--- src/rtl/sat_counter.sv ---
// sat_counter: up counter that sticks at all-ones, with sync clear
//  clk  in  clock
//  rst  in  asynchronous active-low reset
//  clr  in  synchronous clear (wins over inc)
//  inc  in  count enable
//  q    out current count
module sat_counter #(
  parameter int W = 16
) (
  input  logic         clk,
  input  logic         rst,
  input  logic         clr,
  input  logic         inc,
  output logic [W-1:0] q
);
  always_ff @(posedge clk or negedge rst)
    if (!rst) q <= '0;
    else if (clr) q <= '0;
    else if (inc && q != '1) q <= q + W'(1);
endmodule

--- config.mk ---
export PLATFORM = sky130hd
export DESIGN_NAME = sat_counter
export DESIGN_NICKNAME = d
export VERILOG_FILES = /design/src/rtl/sat_counter.sv
export SDC_FILE = /design/constraint.sdc
export NUM_CORES = 1
export LEC_CHECK = 0
export BUFFER_PORTS_ARGS = -buffer_cell sky130_fd_sc_hd__buf_2
export CORE_UTILIZATION = 44
export DETAILED_ROUTE_END_ITERATION = 16
export GPL_TIMING_DRIVEN = 0
export MAX_ROUTING_LAYER = met4
export PLACE_DENSITY_LB_ADDON = 0.25
export SLEW_MARGIN = 20
export SYNTH_ARGS = -nofsm -noshare
export SYNTH_HDL_FRONTEND = slang
export SYNTH_SLANG_ARGS = --single-unit
--- constraint.sdc ---
create_clock -name clk -period 4.6 [get_ports clk]
set_clock_uncertainty 0.15 [all_clocks]
set_input_delay 0.92 -clock clk [delete_from_list [all_inputs] [get_ports clk]]
set_output_delay 0.92 -clock clk [all_outputs]
set_load 0.02 [all_outputs]
==> impl_metrics.json, run 1 <==
{
  "overflow": 0,
  "tightest_slew_ps": 576,
  "place_inst": 144,
  "synthMuxAreaShare_pct": 4.78,
  "firstDrtPassIters": 4,
  "ir_drop_mv": 0.223,
  "core_sq_mm": 0.00198,
  "grt_setup_unrepaired": "false",
  "top_regs": "q x16",
  "yosys-top-cells-area": "dfrtp_1, a21oi_1, o31ai_1",
  "async_flop_share_pct": 100,
  "utilization_pct": 55.2,
  "p_leak_nw": 0.496,
  "multiInputGateArea_sq_um": 504,
  "start_util_pct": 47.5,
  "stdcell_count": 147,
  "min_period_ps": 2230,
  "clock.fmax_mhz": 449,
  "drive_gt1_share_pct": 26.7,
  "cts_tree": "built",
  "dieArea_sq_mm": 0.00233,
  "via_per_inst": 6.04,
  "startpoint_type": "input pin",
  "worstSetupPathType": "input pin to register",
  "cts_buffers": 3,
  "num_antenna_cells": 0,
  "dp_hpwl_mm": 1.57,
  "slew_headroom_pct": 61.3,
  "cts.sinks": 16,
  "ctsResizeCount": 0,
  "fin_tns_setup_ps": 0,
  "syn_inst": 98,
  "grt_pass1_vias": 785,
  "cts_setup_buffers": 0,
  "synth_top_area_share_pct": 42.5,
  "synthTopCellsByCount": "dfrtp_1, a21oi_1, o31ai_1",
  "final-setup-viol-count": 0,
  "setup.worst_path.end_class": "register",
  "synth_edf_count": 0,
  "synthAdderAreaFrac_pct": 1.33,
  "vias": 888,
  "synthMostInstantiatedCell": "dfrtp_1",
  "clkPwrFrac_pct": 30.7,
  "hold_path.class": "input pin to async pin",
  "intPower_mw": 0.177,
  "drc": 0,
  "io_pins": 20,
  "hold_viol_final": 0,
  "clockBufferDepth": 2,
  "status": "complete, no violations",
  "power_density_mw_per_mm2": 214,
  "largest_register": "q",
  "syn_area_per_cell_sq_um": 9.61,
  "area_growth_pct": 16.1,
  "ys_seq_elements": 16,
  "grt_pass1_wl_mm": 3.50,
  "syn_area_sq_um": 942,
  "pwr-share-comb_pct": 7.9,
  "ys_warn_count": 0,
  "p_sw_mw": 0.0565,
  "dieWidth_um": 48.3,
  "synth-simple-area-share_pct": 31.2,
  "drt-total-wl_mm": 2.26,
  "required_ps": 4660,
  "clkSlewWorstSetupHoldPaths_ps": 90,
  "io_buffers": 19,
  "grt_max_degree": 17,
  "antenna_found_initial": 0,
  "path_max_fanout": 10,
  "clockRootBuffer": "clkbuf_4",
  "slew_viol_final": 0,
  "yosysUniqueCellTypes": 28,
  "switching_share_pct": 24.2,
  "yosys_most_used_dff": "dfrtp_1",
  "rows": 16,
  "maxCapViolCount": 0,
  "synth_compound_area_share_pct": 16.2,
  "worst_hold_slack_ps": 391,
  "gp_congestion": 0.809,
  "wl_per_cell_um": 15.4,
  "post-route-period-util_pct": 48.4,
  "seqPwrFrac_pct": 61.5,
  "final_antenna_net_count": 0,
  "insertion_delay_ps": 280,
  "grt_use_total_pct": 22.6,
  "nFillCells": 194,
  "htreeDepth": 1,
  "synth_nets": 103,
  "largest_reg_flops": 16,
  "synth_top_family_by_area": "simple AND/OR/NAND/NOR gates",
  "seqCellArea_sq_um": 400,
  "critPathArrivalTime_ps": 2280,
  "dr.first_iter.drc_count": 27,
  "die_h_um": 48.3,
  "ctsHoldBuffers": 0,
  "synth-seq-area-share_pct": 42.5,
  "nets": 127,
  "yosys.area.top_type": "dfrtp_1",
  "synth_xor_xnor_area_share_pct": 0
}
-- layer usage --
metal | share of wire, % | vias up | track usage [%]
met1 | 47 | 424 | 27.6
li1 | - | 428 | -
met2 | 46 | 34 | 33.3
met5 | 0 | - | -
met3 | 6.3 | 2 | 8.89
met4 | 0.62 | 0 | 8.89
-- critical path: stages --
cell	delay, ps
buf_2	130
inv_1	110
clkbuf_1	360
clkbuf_1	430
o31ai_1	170
a21oi_1	160
-- cells in the final DEF, fill, tap and decap left out, drive strengths merged, types with 5 or more instances in the layout --
| cell type | netlist | layout |
|---|---|---|
| a21oi | 11 | 11 |
| nand2 | 6 | 6 |
| buf | 1 | 20 |
| nand4 | 7 | 7 |
| o31ai | 7 | 7 |
| nor4 | 5 | 5 |
| dfrtp | 16 | 16 |
| clkbuf | 4 | 7 |
| or4 | 7 | 7 |
-- power groups by stage --
stage / Combinational (mW) / Sequential (mW) / Clock (mW)
final: 0.0184 / 0.143 / 0.0716
after global routing: 0.0208 / 0.144 / 0.0789
after CTS: 0.0183 / 0.143 / 0.0736
after detailed placement: 0.0183 / 0.146 / 0
after global placement: 0.0179 / 0.146 / 0
after floorplan: 0.00793 / 0.148 / 0
-- final timing paths --
path / end / start / slack, ps / cells past startpoint
worst max-delay path: q[7]$_DFFE_PN0P_ / inc / 2370 / 6
worst min-delay path: q[1]$_DFFE_PN0P_ / rst / 390 / 1
worst max register to register: q[15]$_DFFE_PN0P_ / q[0]$_DFFE_PN0P_ / 2420 / 5
worst min register to register: q[14]$_DFFE_PN0P_ / q[14]$_DFFE_PN0P_ / 460 / 2
max in group asynchronous: q[14]$_DFFE_PN0P_ / rst / 3630 / 1
min in group clk: q[14]$_DFFE_PN0P_ / q[14]$_DFFE_PN0P_ / 460 / 2
-- metrics by stage --
stage | setup slack, ps | total power, mW | instance area, sq um
2_1_floorplan | 2480 | 0.156 | 942
3_3_place_gp | 2140 | 0.164 | 1070
3_5_place_dp | 2150 | 0.165 | 1070
4_1_cts | 2430 | 0.235 | 1090
5_1_grt | 2230 | 0.243 | 1090
6_report | 2370 | 0.233 | 1090
-- area by class of cell --
type                       instances  share of cell area, %
tap                               27                   3.09
inverter                           3                   1.03
multi-input combinational         74                   46.1
buffer                             5                   2.40
sequential                        16                   36.6
timing repair buffer              19                   8.70
clock buffer                       3                   2.06
-- logic make-up after synthesis --
kind of cell,count (synthesis)
AO/OA/AOI/OAI,24
adder cells (fa/ha/maj),1
buffers and inverters,8
flip-flops,16
multiplexers,4
AND/OR/NAND/NOR,45
Power figures use the tool's default switching activity.
==> run 2, diff against run 1 <==
==> constraint.sdc (replaced) <==
create_clock -name clk -period 1.9 [get_ports clk]
set_clock_uncertainty 0.15 [all_clocks]
set_input_delay 0.38 -clock clk [delete_from_list [all_inputs] [get_ports clk]]
set_output_delay 0.38 -clock clk [all_outputs]
set_load 0.02 [all_outputs]
==> run 2 against run 1 <==
  * The run now ends with setup timing left
  * Count of clock-buffer cells in the layout rose by 1
  * Sequential share of layout area fell by 5.3 points
  * Utilization up 10 points
  * Non-clock buffer count increased by 10
  * Final cell count rose by 7.5%
  * Register-to-register slack got worse by 2500 ps
  * Worst setup slack got worse by 2400 ps
  * Global-route usage rose by 0.18 points
  * Wire length increased by 19%
  * Die area unchanged
  * Via count rose by 7.7%
==> impl_metrics.json, run 2 (synthesized netlist as in run 1, its figures left out) <==
{
  "status": "complete, but fails checks",
  "violations": "setup timing",
  "grt_pass1_vias": 775,
  "clockBufferDepth": 2,
  "place_inst": 144,
  "min_period_ps": 1940,
  "drive_gt1_share_pct": 42.0,
  "cts.sinks": 16,
  "worstReg2RegStart": "q[0]$_DFFE_PN0P_",
  "grt_setup_unrepaired": "true",
  "hold_viol_final": 0,
  "clkSlewWorstSetupHoldPaths_ps": 100,
  "post-route-period-util_pct": 102,
  "timing.final.ws_setup_ps": -41.8,
  "start_util_pct": 47.5,
  "largest_reg_flops": 16,
  "required_ps": 1930,
  "drt-total-wl_mm": 2.68,
  "clock.fmax_mhz": 515,
  "maxCapViolCount": 0,
  "tightest_slew_ps": 587,
  "ir_drop_mv": 0.366,
  "dr.first_iter.drc_count": 31,
  "final-setup-viol-count": 4,
  "intPower_mw": 0.480,
  "fin_tns_setup_ps": -102,
  "final_antenna_net_count": 0,
  "die_h_um": 48.3,
  "crit_family": "simple AND/OR/NAND/NOR gates",
  "seqPwrFrac_pct": 55.0,
  "startpoint_type": "register",
  "critPathMaxStageDelay_ps": 410,
  "firstDrtPassIters": 5,
  "gp_congestion": 0.853,
  "slew_headroom_pct": 60.9,
  "core_sq_mm": 0.00198,
  "slowest_stage": "dfrtp_2",
  "drc": 0,
  "path_max_fanout": 8,
  "hold_path.class": "input pin to register",
  "slew_viol_final": 0,
  "dp_hpwl_mm": 1.53,
  "critPathArrivalTime_ps": 1970,
  "cts_buffers": 3,
  "dieArea_sq_mm": 0.00233,
  "io_buffers": 19,
  "dieWidth_um": 48.3,
  "p_sw_mw": 0.154,
  "power_density_mw_per_mm2": 489,
  "cts_tree": "built",
  "clockRootBuffer": "clkbuf_4",
  "wl_met2_mm": 1.30,
  "hold_start": "inc",
  "switching_share_pct": 24.3,
  "crit_chain": "ha_4 > nand4_4 > nor4_4 > buf_6 > nor4_2 > mux2_1",
  "setup.worst_path.end_class": "register",
  "met3_length_um": 101,
  "clkPwrFrac_pct": 36.0,
  "rows": 16,
  "route.layer.met1.wl_mm": 1.18,
  "io_pins": 20,
  "mostFrequentLayoutCells": "buf_2, dfrtp_1, a21oi_1",
  "num_antenna_cells": 0,
  "grt_max_degree": 17,
  "grt_pass1_wl_mm": 3.47,
  "via_per_inst": 6.05,
  "stdcell_count": 158,
  "cp_num_buf_inv": 1,
  "area_growth_pct": 37.4,
  "nets": 137,
  "highest_layer": "met4",
  "htreeDepth": 1,
  "worstSetupPathType": "register to register",
  "top_regs": "q x16",
  "crit_start": "q[0]$_DFFE_PN0P_",
  "vias": 956,
  "wl_per_cell_um": 17.0,
  "grt_use_total_pct": 22.8,
  "insertion_delay_ps": 290,
  "p_leak_nw": 0.555,
  "largest_register": "q",
  "antenna_found_initial": 0,
  "final_common_cell": "buf_2",
  "pwr-share-comb_pct": 9.0,
  "overflow": 0
}
run 2: power groups by stage:
stage	logic, mW	registers (mW)	clock network (mW)
floorplan	0.0192	0.358	0
global placement	0.0433	0.354	0
detailed placement	0.0439	0.355	0
CTS	0.0551	0.348	0.229
global route	0.0628	0.349	0.248
finish	0.0569	0.349	0.228
run 2: final timing paths:
kind                                          end  slack (ps)  cells after the start
worst max-delay path             q[9]$_DFFE_PN0P_         -40                      6
worst min-delay path             q[1]$_DFFE_PN0P_         240                      3
worst max register to register   q[9]$_DFFE_PN0P_         -40                      6
worst min register to register  q[14]$_DFFE_PN0P_         450                      2
max in group asynchronous        q[0]$_DFFE_PN0P_         950                      2
min in group asynchronous        q[6]$_DFFE_PN0P_         370                      2
run 2: stage by stage:
step | area, sq um | util [%] | setup slack (ps) | hold slack (ps) | power [mW]
final | 1290 | 65.3 | -41.8 | 244 | 0.634
after detailed placement | 1070 | 54.2 | -35.3 | 164 | 0.399
after global routing | 1290 | 65.3 | -116 | 254 | 0.660
after global placement | 1070 | 54.2 | -21.0 | 167 | 0.398
after CTS | 1210 | 61.2 | 2.32 | 226 | 0.632
after floorplan | 945 | - | 29.1 | -65.6 | 0.377
run 2: worst min-delay path: stages:
cell      delay [ps]
buf_2            130
nand3b_1          80
a21oi_1           60
run 2: layout make-up:
type	count	area, sq um
inverters	3	11.3
plain buffers	5	30.0
clock buffers	4	36.3
repair buffers	29	198
multi-input cells	74	581
flip-flops and latches	16	405
fillers	158	687
well taps	27	33.8
run 2: timing repair:
action | 4_1_cts | 5_1_grt
pin swaps | 3 | 12
cloned | 0 | 1
resized for setup | 10 | 10
hold buffers | 1 | 0
setup buffers | 6 | 2
endpoints found under the hold margin | 16 | 0
setup endpoints to repair | 7 | 15
run 2: layer usage:
layer  vias up  track usage, %
li1        454               -
met2        28            32.8
met3        10            4.81
met1       464            30.2
met4         0            11.1
met5         -               -
